===== config.mk =====
export PLATFORM = sky130hd
export DESIGN_NAME = onehot_queue_encoder
export DESIGN_NICKNAME = d
export VERILOG_FILES = /design/src/rtl/onehot_queue_encoder.sv
export SDC_FILE = /design/constraint.sdc
export NUM_CORES = 1
export LEC_CHECK = 0
export BUFFER_PORTS_ARGS = -buffer_cell sky130_fd_sc_hd__buf_2
export CAP_MARGIN = 20
export CORE_MARGIN = 2
export CORE_UTILIZATION = 50
export CTS_CLUSTER_DIAMETER = 200
export DETAILED_ROUTE_END_ITERATION = 12
export PLACE_DENSITY = 0.79
export SKIP_LAST_GASP = 1
export SYNTH_ARGS = -nofsm -noshare
export SYNTH_HDL_FRONTEND = slang
export SYNTH_SLANG_ARGS = --single-unit

===== constraint.sdc =====
create_clock -name clk -period 2.5 [get_ports clk]
set_clock_uncertainty 0.2 [all_clocks]
set_input_delay 0.25 -clock clk [delete_from_list [all_inputs] [get_ports clk]]
set_output_delay 0.25 -clock clk [all_outputs]
set_load 0.01 [all_outputs]

===== src/rtl/onehot_queue_encoder.sv =====
// onehot_queue_encoder: serializes a 16-bit request vector into 4-bit indices,
// lowest set bit first, one index per idx handshake. Outputs are registered and
// always reflect the pending-bit register loaded on the same edge.
module onehot_queue_encoder #(
  parameter int N     = 16,
  parameter int IDX_W = 4
) (
  input  logic             clk,
  input  logic             rst,
  input  logic             req_valid,
  output logic             req_ready,
  input  logic [N-1:0]     req_vec,
  input  logic             flush,
  output logic             idx_valid,
  input  logic             idx_ready,
  output logic [IDX_W-1:0] idx,
  output logic             idx_last,
  output logic             zero_vec,
  output logic             busy
);

  typedef enum logic [0:0] {
    IDLE  = 1'b0,
    DRAIN = 1'b1
  } state_t;

  localparam logic [N-1:0] ZERO_VEC = {N{1'b0}};
  localparam logic [N-1:0] ONE_VEC  = {{(N-1){1'b0}}, 1'b1};

  state_t         state;
  state_t         state_nxt;
  logic [N-1:0]   pend;
  logic [N-1:0]   pend_nxt;
  logic [N-1:0]   pend_clr;
  logic           zero_nxt;
  logic           accept;
  logic           emit;

  // Position of the lowest set bit; zero when the vector is empty.
  function automatic logic [IDX_W-1:0] lowest_idx(input logic [N-1:0] v);
    logic [IDX_W-1:0] r;
    r = {IDX_W{1'b0}};
    for (int k = N - 1; k >= 0; k--) begin
      if (v[k]) begin
        r = IDX_W'(k);
      end else begin
        r = r;
      end
    end
    return r;
  endfunction

  // True when exactly one bit of the vector is set.
  function automatic logic is_onehot(input logic [N-1:0] v);
    return (v != ZERO_VEC) && ((v & (v - ONE_VEC)) == ZERO_VEC);
  endfunction

  // A new vector may enter while idle, or on the final beat of a drain that is
  // not being aborted, which lets back-to-back vectors stream without a bubble.
  assign req_ready = (state == IDLE) |
                     ((state == DRAIN) & idx_ready & idx_last & ~flush);
  assign accept    = req_valid & req_ready;
  assign emit      = idx_valid & idx_ready;
  assign pend_clr  = pend & (pend - ONE_VEC);

  // Next-state and next-pend computation; flush wins over emit and accept in DRAIN.
  always_comb begin
    state_nxt = state;
    pend_nxt  = pend;
    zero_nxt  = 1'b0;
    case (state)
      IDLE: begin
        if (accept) begin
          if (req_vec != ZERO_VEC) begin
            pend_nxt  = req_vec;
            state_nxt = DRAIN;
          end else begin
            zero_nxt  = 1'b1;
          end
        end else begin
          state_nxt = IDLE;
        end
      end
      DRAIN: begin
        if (flush) begin
          pend_nxt  = ZERO_VEC;
          state_nxt = IDLE;
        end else if (emit) begin
          if (idx_last) begin
            if (accept && (req_vec != ZERO_VEC)) begin
              pend_nxt  = req_vec;
              state_nxt = DRAIN;
            end else if (accept) begin
              pend_nxt  = ZERO_VEC;
              state_nxt = IDLE;
              zero_nxt  = 1'b1;
            end else begin
              pend_nxt  = ZERO_VEC;
              state_nxt = IDLE;
            end
          end else begin
            pend_nxt  = pend_clr;
          end
        end else begin
          pend_nxt  = pend;
        end
      end
      default: begin
        pend_nxt  = ZERO_VEC;
        state_nxt = IDLE;
      end
    endcase
  end

  // State, pending bits and registered outputs derived from the next pend value.
  always_ff @(posedge clk) begin
    if (rst) begin
      state     <= IDLE;
      pend      <= ZERO_VEC;
      idx_valid <= 1'b0;
      idx       <= {IDX_W{1'b0}};
      idx_last  <= 1'b0;
      zero_vec  <= 1'b0;
      busy      <= 1'b0;
    end else begin
      state     <= state_nxt;
      pend      <= pend_nxt;
      idx_valid <= (state_nxt == DRAIN);
      idx       <= lowest_idx(pend_nxt);
      idx_last  <= is_onehot(pend_nxt);
      zero_vec  <= zero_nxt;
      busy      <= (state_nxt == DRAIN);
    end
  end

endmodule


; Word level (Yosys, flattened, before mapping)
; Cells that the tools add are included.
[op_classes]
bitwise = 9
reduce_logical = 9
n_addsub = 2
mux = 37
[op_table]
columns = operator, count
row1 = $mux 16, 6
row2 = $and 16x16->16, 2
row3 = $mux 4, 8
row4 = $pmux 16 s2, 1
row5 = $reduce_bool 16->1, 2
row6 = $sub 16x1->16 const B, 2
row7 = $logic_not 16->1, 1
row8 = $mux 1, 14
row9 = $mux 3, 4
row10 = $reduce_or 9->1, 1
row11 = $reduce_or 5->1, 1
row12 = $and 1x1->1, 4
row13 = $mux 2, 2
row14 = $pmux 1 s2, 2
row15 = $reduce_or 3->1, 1
row16 = $logic_and 1x1->1, 2
row17 = $not 1->1, 2
row18 = $reduce_or 2->1, 1
row19 = $or 1x1->1, 1
[word_totals]
ff_bits = 23
in_bits = 21
wordCells = 65
output_inout_bits = 9

; Depth between registers and ports, before layout
; Gate-level depths: netlist of the first run.
[depth]
depth_word = 26
ltp_mapped = 11
ltp_nobuf = 9

; Worst setup path before layout of the first run
; Ideal clock, no wire load.
[synth_timing]
path_kind = register -> register
startpoint = register pend[0]
endpoint = register idx_last
setup_time_ns = 0.091
stages_incl_launch_ff = 11
t_arrival_ns = 2.503
n_path_buf = 1
slack_ns = -0.294
period_less_slack_ns = 2.794
required_ns = 2.209
cell_sequence = dfxtp_1 -> or4b_1 -> buf_6 -> nand3_2 -> o211ai_2 -> a22o_1 -> nor4b_4 -> a41oi_1 -> a2111oi_2 -> o2111ai_1 -> a311oi_1
[synth_between]
elab_chain_cells = 10
word_cells_on_any_way = 13
classes_between = 2 x add/sub / 6 x mux / 2 x bitwise / 3 x reduce/logical
[synth_lines]
columns = element, line
row1 = "start, declared", 32  ; logic [N-1:0] pend;
row2 = "start signal, assigned", 127  ; pend <= pend_nxt;
row3 = $sub 16x1->16, 64  ; assign pend_clr = pend & (pend - ONE_VEC);
row4 = $and 16x16->16, 64
row5 = $mux 16, 89  ; if (idx_last) begin
row6 = $mux 16, 88  ; end else if (emit) begin
row7 = $mux 16, 85  ; if (flush) begin
row8 = $pmux 16 s2 (*), 71  ; case (state)
row9 = $sub 16x1->16, 55  ; return (v != ZERO_VEC) && ((v & (v - ONE_VEC)) == ZERO_VEC);
row10 = $and 16x16->16, 55
row11 = $logic_not 16->1, 55
row12 = $logic_and 1x1->1 (*), 55
row13 = "end signal, assigned", 130  ; idx_last <= is_onehot(pend_nxt);
row14 = "end, declared", 17  ; output logic idx_last,
; Mark *: on every way between the ends. The rest lies on a longest branch, timed or not.
; A chain may end at the register's enable or synchronous reset.

; Final worst setup path of the first run
; Same ends and word-level chain as after synthesis.

==> impl_metrics.csv, run 1 <==
group,metric,value,unit
routing,drc,0,
yosys,synth.area.top_cells,"dfxtp_1, nor2_1, o221ai_1",
clock_network,hold_buffers,0,
routing,viasPerCell,6.51,
sta,worst_pin_slew,0.575,ns
setup_path,critPathSlowestCell,"or4b_4",
routing,wl_per_cell,19.0,µm
global_route,gr-total-overflow,0,
setup_path,path_cells,"or4b_4, nor4_2, o22ai_2, a22oi_2, nand2_1, buf_4, o41ai_2, o2111ai_1, a311oi_1",
routing,wl,6.42,mm
sta,hold_ws,0.0158,ns
yosys,synth_seq_cells,23,
yosys,syn_nets,209,
clock_network,worstSkewPairLatency,0.32,ns
run_status,status,"finished, violations left",
sta,fin_crit_sh,120,%
flow_run,drv_cap,0,
yosys,syn_inst,188,
setup_path,path_class,"flop to flop",
floorplan,io_pins,30,
layout,nets,316,
sta,fin_crit,3.00,ns
placement,gp_congestion,0.955,
routing,ant_nets,0,
routing,vias,2199,
pwr,p_leak,0.00109,µW
layout,area_growth,56.6,%
routing,drtIter0Drc,267,
yosys,synth.distinct_cells,63,
clock_network,cts_root_buf,"clkbuf_4",
yosys,netlist.area_leader.share,29.1,%
clock_network,cts_sinks,23,
min_path,hold_path_class,"input port to flop",
floorplan,die_area,0.00363,mm²
clock_network,clkTransAtPathRegs,0.14,ns
sta,slew_headroom,61.3,%
yosys,yosysSeqAreaShare,29.1,%
pwr,pwr_density_cell,476,mW/mm²
run_status,violations,"negative setup slack",
routing,top_layer,"met4",
clock_network,cts_buffers,3,
floorplan,dieWidth,60.2,µm
yosys,netlist_area,0.00158,mm²
routing,dr_wl_met2,3.07,mm
yosys,synth_edf_count,0,
yosys,syn_avg_cell_area,8.41,µm²
placement,dp_hpwl,4.07,mm
placement,pre_cts_slack,-0.663,ns
floorplan,core_region_area,0.00303,mm²
sta,rsz0062_at_grt,"true",
layout,drive_above_1_share,50.7,%
placement,port_buffers,29,
setup_path,critPathArrivalTime,3.04,ns
clock_network,cts_tree,"done",
yosys,yosysTopAreaCell,"dfxtp_1",
sta,fin_tns_setup,-1.72,ns
layout,layout_common_cells,"buf_4, buf_2, nor2_1",
global_route,grt_max_degree,23,
floorplan,die_h,60.2,µm
layout,final_common_cell,"buf_4",
routing,firstDrtPassIters,6,
sta,fin_ws,-0.495,ns
routing,met3WireLength,601,µm
routing,m1WireLength,2.39,mm
sta,setup_violations,5,
layout,fillers,154,
layout,antenna_cells,0,
global_route,grt_antenna_before_repair,0,
setup_path,required,2.55,ns
sta,max_freq,334,MHz
setup_path,worst-path-max-fanout,8,
floorplan,placementRows,20,
sta,hold_violations,0,
clock_network,cts_max_level,1,
floorplan,start_util,52.2,%
setup_path,crit_path_end_kind,"flop",
yosys,ys_async_sr_fraction,0,%
pwr,ir_worst_vdd,0.274,mV
yosys,yosys_warnings,0,
sta,drv_slew,0,
global_route,grt_pass1_vias,1954,
clock_network,ctsLongestPathBuffers,2,
global_route,grt_pass1_wl,8.85,mm
setup_path,critPathLaunchType,"flop",
setup_path,cpPeakStageDelay,0.58,ns
global_route,globalRouteTotalUtil,32.3,%
yosys,synthFlopType,"dfxtp_1",
Yosys cell counts, types with 3 or more instances:
master	number
nor2_1	24
dfxtp_1	23
nand2_1	12
o21ai_0	9
nor4_1	8
a22oi_1	6
o221ai_1	6
a21oi_1	5
inv_1	5
nand4_1	5
a211oi_1	4
a22o_1	3
a22oi_2	3
a31oi_1	3
and3_1	3
buf_2	3
clkbuf_1	3
nand3_1	3
nor3b_1	3
o311a_1	3
power by group:
group | internal, µW | leakage [µW] | switching (µW)
logic | 281 | 0.000887 | 298
clock network | 62.6 | 0.0000150 | 124
registers | 393 | 0.000189 | 19.0
total | 737 | 0.00109 | 441
critical path, delay by kind of cell, from the launching register on:
family                 cells  cell delay, ns
buffers and inverters      1            0.18
DFF                        1            0.34
and+or+nand+nor            3            0.98
AOI/OAI and AO/OA          5            1.22
metrics by stage:
step           power, µW  util [%]  area, µm²  instances
2_1_floorplan        672         -       1590        188
3_3_place_gp         886      75.4       2280        325
3_5_place_dp         898      75.4       2280        325
4_1_cts             1110      79.5       2410        334
5_1_grt             1230      81.8       2480        338
6_report            1180      81.8       2480        338
per-layer routing:
layer,global-route usage (%),vias to the layer above
li1,-,957
met1,37.9,1011
met2,55.7,184
met3,5.19,47
met4,17.1,0
met5,0,-
logic make-up (layout without fill, tap and decap cells):
group | Yosys count | after routing | synth area share (%)
and+or+nand+nor | 83 | 83 | 31.1
DFF | 23 | 23 | 29.1
AOI/OAI and AO/OA | 66 | 66 | 34.2
buffers and inverters | 15 | 121 | 4.98
adders and majority gates | 1 | 1 | 0.633
state kept, by name (all words and copies together), names as in the netlist:
register	flops
zero_vec	1
idx	4
state	1
idx_last	1
pend	16
worst paths after layout:
kind | from | endpoint | slack, ns | depth (start not counted)
max | pend[0]$_SDFF_PP0_ | idx_last$_SDFF_PP0_ | -0.50 | 9
max reg2reg | pend[0]$_SDFF_PP0_ | idx_last$_SDFF_PP0_ | -0.50 | 9
min | flush | state$_SDFF_PP0_ | 0.02 | 3
min reg2reg | pend[14]$_SDFF_PP0_ | pend[14]$_SDFF_PP0_ | 0.44 | 2
timing repair:
action / in CTS / in global routing
buffers inserted: 5 / 4
pin swaps: 12 / 5
endpoints found under the hold margin: 0 / 0
gates cloned: 0 / 0
resized for setup: 14 / 5
setup endpoints to repair: 5 / 5
final cells by class:
type	instances	area (µm²)	share of cell area, %
Timing Repair Buffer	112	776	31.3
Clock buffer	4	26.3	1.06
Multi-Input combinational cell	150	1140	46.1
Tap cell	44	55.1	2.22
Inverter	5	18.8	0.758
Sequential cell	23	460	18.6
Note: power is estimated with default switching activity, not from simulation.
==> run 2, diff against run 1 <==
ABC_AREA = 1   (was unset)
PLACE_DENSITY = 0.78   (was 0.79)
==> impl_metrics.csv, run 2 <==
group,metric,value,unit
routing,vias,2122,
min_path,hold_path_class,"input port to flop",
floorplan,placementRows,21,
layout,layout_common_cells,"nand2_1, nor2_1, inv_1",
sta,fin_ws,0.0290,ns
floorplan,die_h,62.9,µm
yosys,syn_avg_cell_area,5.87,µm²
global_route,grt_pass1_vias,1729,
routing,viasPerCell,5.23,
setup_path,critPathArrivalTime,2.54,ns
yosys,synth.area.top_cells,"dfxtp_1, nand2_1, nor2_1",
routing,ant_nets,0,
global_route,top_usage_layer,"met2",
clock_network,cts_tree,"done",
layout,largest_reg_flops,16,
setup_path,endpoint,"idx_last$_SDFF_PP0_",
yosys,yosysTopAreaCell,"dfxtp_1",
setup_path,r2r_start,"state$_SDFF_PP0_",
placement,port_buffers,29,
clock_network,cts_sinks,23,
setup_path,cpPeakStageDelay,0.39,ns
layout,biggestRegsByFlops,"pend: 16 flops, idx: 4 flops",
setup_path,crit_cells,16,
sta,rsz0062_at_grt,"true",
sta,max_freq,405,MHz
layout,drive_above_1_share,33.3,%
setup_path,crit_start,"state$_SDFF_PP0_",
setup_path,path_class,"flop to flop",
yosys,syn_nets,317,
setup_path,critPathSlowestCell,"dfxtp_4",
floorplan,io_pins,30,
clock_network,worstSkewPairLatency,0.33,ns
setup_path,reg2reg_depth,16,
setup_path,crit_family,"simple AND/OR/NAND/NOR gates",
setup_path,r2r_setup_slack,0.03,ns
placement,gp_congestion,0.910,
sta,hold_violations,0,
clock_network,cts_max_level,1,
global_route,grt.met2_usage,37.4,%
clock_network,hold_buffers,0,
pwr,pwr_density_cell,535,mW/mm²
clock_network,ctsLongestPathBuffers,2,
sta,drv_slew,0,
setup_path,path_buf_inv,1,
clock_network,cts_root_buf,"clkbuf_4",
yosys,synth_most_common_cell,"nand2_1",
sta,worst_pin_slew,0.407,ns
setup_path,crit_path_end_kind,"flop",
global_route,grt_max_degree,22,
sta,slew_headroom,72.9,%
setup_path,critPathLaunchType,"flop",
sta,fin_crit_sh,98.8,%
sta,fin_crit,2.47,ns
layout,nets,382,
setup_path,worst-path-max-fanout,7,
clock_network,cts_buffers,3,
floorplan,start_util,52.0,%
placement,dp_hpwl,3.62,mm
setup_path,path_cells,"nand2_2, inv_2, nor3_4, nand2_4, nand2_8, nand2_2, a22oi_2, and2_4, nand2_4, nor2_4, nand2_2, nor2_2, nand2_1, nand2_1, nand3_1, nor2_1",
setup_path,required,2.57,ns
routing,drtIter0Drc,227,
floorplan,core_region_area,0.00334,mm²
global_route,grt_use_met1,34.9,%
routing,wl_per_cell,12.8,µm
yosys,syn_inst,296,
flow_run,drv_cap,0,
layout,antenna_cells,0,
global_route,globalRouteTotalUtil,24.1,%
sta,setup_violations,0,
yosys,ys_async_sr_fraction,0,%
placement,pre_cts_slack,-0.106,ns
clock_network,clkTransAtPathRegs,0.14,ns
global_route,gr-total-overflow,0,
yosys,synth.distinct_cells,32,
yosys,synth_commonest_cells,"nand2_1, nor2_1, inv_1",
yosys,synth_edf_count,0,
yosys,netlist_area,0.00174,mm²
layout,top_register,"pend",
routing,firstDrtPassIters,5,
yosys,synthFlopType,"dfxtp_1",
floorplan,die_area,0.00396,mm²
yosys,synth_seq_cells,23,
global_route,gr-usage-met3,3.06,%
global_route,grt_pass1_wl,7.65,mm
yosys,yosysSeqAreaShare,26.5,%
pwr,p_leak,0.00116,µW
setup_path,cpMostUsedCell,"nand2_2",
floorplan,dieWidth,62.9,µm
run_status,status,"finished clean",
setup_path,timing.rr.end,"idx_last$_SDFF_PP0_",
layout,final_common_cell,"nand2_1",
yosys,netlist.area_leader.share,26.5,%
yosys,yosys_warnings,0,
routing,drc,0,
layout,fin_util,68.9,%
routing,wl,5.19,mm
global_route,grt_antenna_before_repair,0,
pwr,ir_worst_vdd,0.245,mV
layout,area_growth,32.4,%
==> run 2: changes by cell type after synthesis, sizes merged, moves of 4 or more <==
cell    before  now
nand2       13   93
inv          5   41
nor2        24   58
o21ai       10   24
nand3        5   15
nor4         9    0
a22oi        9    1
a21oi        7   12
buf          7    2
nand4        5    0
o221ai       6    1
a211oi       4    0
==> run 2: how the worst min path moves through the flow <==
stage / from / to / cells after the start
global placement: pend[4]$_SDFF_PP0_ / pend[4]$_SDFF_PP0_ / 2
CTS: req_vec[4] / pend[4]$_SDFF_PP0_ / 3
detailed placement: pend[4]$_SDFF_PP0_ / pend[4]$_SDFF_PP0_ / 2
floorplan: req_vec[2] / pend[2]$_SDFF_PP0_ / 2
global route: req_vec[4] / pend[4]$_SDFF_PP0_ / 3
finish: req_vec[4] / pend[4]$_SDFF_PP0_ / 3
==> run 2: worst reg2reg max path, cell delays in order (launching register included) <==
cell and delay, ns:
dfxtp_4 0.39, nand2_2 0.07, inv_2 0.05, nor3_4 0.24, nand2_4 0.14, nand2_8 0.12, nand2_2 0.05, a22oi_2 0.19
and2_4 0.20, nand2_4 0.07, nor2_4 0.18, nand2_2 0.09, nor2_2 0.12, nand2_1 0.05, nand2_1 0.06, nand3_1 0.07
nor2_1 0.09
==> run 2: layout make-up <==
type	count	area [µm²]
clock buffer	4	26.3
fill	302	1040
inverter	41	156
tap	46	57.6
sequential	23	465
timing repair buffer	64	408
multi-input combinational	228	1190
==> run 2: metrics by stage <==
step / cell area [µm²] / TNS, ns / power, µW / instances / hold slack [ns]
after floorplan: 1740 / 0 / 785 / 296 / 0.224
after global placement: 2090 / -0.106 / 950 / 390 / 0.301
after detailed placement: 2090 / -0.106 / 953 / 390 / 0.304
after CTS: 2120 / 0 / 1130 / 394 / 0.0131
after global routing: 2300 / -0.232 / 1320 / 406 / 0.00571
final: 2300 / 0 / 1230 / 406 / 0.00672
==> run 2: cell families (layout without fill, tap and decap cells) <==
group	after synthesis	count (layout)	synth area share (%)
flops	23	23	26.5
buf+inv	46	109	10.6
simple gates	179	180	45.8
compound gates	48	48	17.1
==> run 2: layer usage <==
metal / share of wire, % / vias to the layer above
met2: 45 / 106
met5: 0 / -
li1: - / 1060
met3: 8.4 / 12
met4: 1.9 / 0
met1: 44 / 944
==> run 2: where the power goes <==
group | total (µW) | internal, µW | switching (µW)
Sequential | 427 | 401 | 26.3
Clock | 189 | 62.6 | 126
Combinational | 616 | 258 | 357
Total | 1230 | 721 | 510
==> run 2: timing repair <==
item                                    CTS  global route
cloned                                    0             1
endpoints found under the hold margin     0             0
endpoints found under the setup margin    1             3
setup buffers                             0            11
pin swaps                                 0            16
gates resized for setup                   1            31
==> run 3, diff against run 2 <==
CORE_UTILIZATION = 31   (was 50)
PLACE_DENSITY = 0.54   (was 0.78)
==> impl_metrics.csv, run 3 (synthesized netlist as in run 2, its figures left out) <==
group,metric,value,unit
routing,drtIter0Drc,135,
layout,fillers,603,
layout,antenna_cells,0,
clock_network,cts_buffers,3,
routing,wl,5.31,mm
floorplan,core_region_area,0.00547,mm²
sta,drv_slew,0,
layout,nets,375,
setup_path,critPathArrivalTime,2.43,ns
clock_network,cts_max_level,1,
layout,final_cells,425,
sta,hold_ws,0.102,ns
floorplan,die_h,78.8,µm
setup_path,required,2.51,ns
sta,max_freq,412,MHz
layout,biggestRegsByFlops,"pend: 16 flops, idx: 4 flops",
setup_path,path_buf_inv,2,
sta,fin_crit,2.43,ns
global_route,grt_pass1_wl,8.40,mm
placement,dp_cells,414,
routing,wl_per_cell,12.5,µm
layout,final_cell_area,0.00236,mm²
pwr,ir_worst_vdd,0.206,mV
global_route,grt_max_degree,22,
clock_network,cts_tree,"done",
setup_path,critPathSlowestCell,"dfxtp_4",
placement,dp_hpwl,4.12,mm
sta,fin_tns_setup,0,ns
placement,port_buffers,29,
routing,drc,0,
layout,top_register,"pend",
setup_path,path_class,"flop to flop",
clock_network,hold_buffers,0,
clock_network,cts_root_buf,"clkbuf_8",
floorplan,io_pins,30,
sta,worst_pin_slew,0.428,ns
pwr,pwr_density_cell,543,mW/mm²
sta,setup_violations,0,
flow_run,drv_cap,0,
clock_network,ctsLongestPathBuffers,2,
setup_path,crit_family,"simple AND/OR/NAND/NOR gates",
layout,drive_above_1_share,34.0,%
layout,final_common_cell,"nand2_1",
global_route,globalRouteTotalUtil,17.1,%
layout,multi_input_comb_area,0.00123,mm²
clock_network,worstSkewPairLatency,0.27,ns
global_route,gr-total-overflow,0,
layout,area_growth,35.9,%
routing,firstDrtPassIters,4,
sta,hold_violations,0,
run_status,status,"finished clean",
setup_path,path_cells,"nand2_2, inv_2, nor3_4, nand2_4, nand2_8, buf_4, o21ai_1, nand2_1, nand2_2, nor2_4, nand2_4, nor2_4, nand2_2, nor2_2, nand2_1, nand2_1, nand3_1, nor2_1",
layout,layout_common_cells,"nand2_1, nor2_1, inv_1",
setup_path,cpPeakStageDelay,0.37,ns
layout,largest_reg_flops,16,
routing,vias,1996,
setup_path,critPathLaunchType,"flop",
placement,place_area,0.00211,mm²
clock_network,clkTransAtPathRegs,0.09,ns
pwr,p_leak,0.00115,µW
setup_path,crit_path_end_kind,"flop",
routing,ant_nets,0,
min_path,hold_path_class,"input port to flop",
floorplan,die_area,0.00622,mm²
layout,seq_area,465,µm²
floorplan,dieWidth,78.8,µm
floorplan,placementRows,27,
sta,rsz0062_at_grt,"true",
setup_path,worst-path-max-fanout,6,
global_route,grt_antenna_before_repair,0,
placement,gp_congestion,0.874,
global_route,grt_pass1_vias,1839,
clock_network,cts_sinks,23,
routing,viasPerCell,4.70,
sta,fin_crit_sh,97.0,%
floorplan,start_util,31.7,%
sta,slew_headroom,71.5,%
run 3: cell types whose count changed in the layout (fill, tap and decap cells not counted), sizes merged:
cell	change
buf	-6
nand2	-1
run 3: timing repair:
item,in CTS,in global routing
endpoints found under the setup margin,1,4
pin swaps,0,22
gates resized for setup,1,48
hold endpoints to repair,0,0
setup buffers,0,7
run 3: report_power, final:
group / internal [µW] / switching [µW] / total (µW)
sequential: 400 / 27.4 / 428
combinational: 254 / 357 / 611
clock: 114 / 129 / 243
run 3: worst register-to-register path, delay by kind of cell (launching register included):
kind	cells	cell delay, ns
flops	1	0.37
buf+inv	2	0.16
simple gates	15	1.58
compound gates	1	0.06
run 3: path summary, 6_finish.rpt:
kind	start	end	slack (ns)	cells past startpoint
setup / recovery	state$_SDFF_PP0_	idx_last$_SDFF_PP0_	0.07	18
hold / removal	req_vec[4]	pend[4]$_SDFF_PP0_	0.10	3
setup reg to reg	state$_SDFF_PP0_	idx_last$_SDFF_PP0_	0.07	18
hold reg to reg	pend[4]$_SDFF_PP0_	pend[4]$_SDFF_PP0_	0.35	2
run 3: final cells by class:
class                           instances  share of cell area [%]
Sequential cell                        23                    19.7
Clock buffer                            4                    1.91
Multi-Input combinational cell        227                    52.2
Tap cell                               72                    3.82
Inverter                               41                    6.63
Timing Repair Buffer                   58                    15.7
run 3: metal layers:
metal / wire, µm / up-vias / track usage (%)
met1: 2590 / 901 / 23.6
met4: 90 / 0 / 6.72
met5: 0 / - / 0
met3: 209 / 8 / 1.93
met2: 2420 / 43 / 27.1
li1: - / 1044 / -
run 3: stage by stage:
step                utilization (%)  power, µW  worst slack [ns]
finish                         43.1       1280            0.0741
global route                   43.1       1380           -0.0926
CTS                            39.3       1210            0.0540
detailed placement             38.5        958           -0.0263
global placement               38.5        958           -0.0101
floorplan                         -        785             0.105
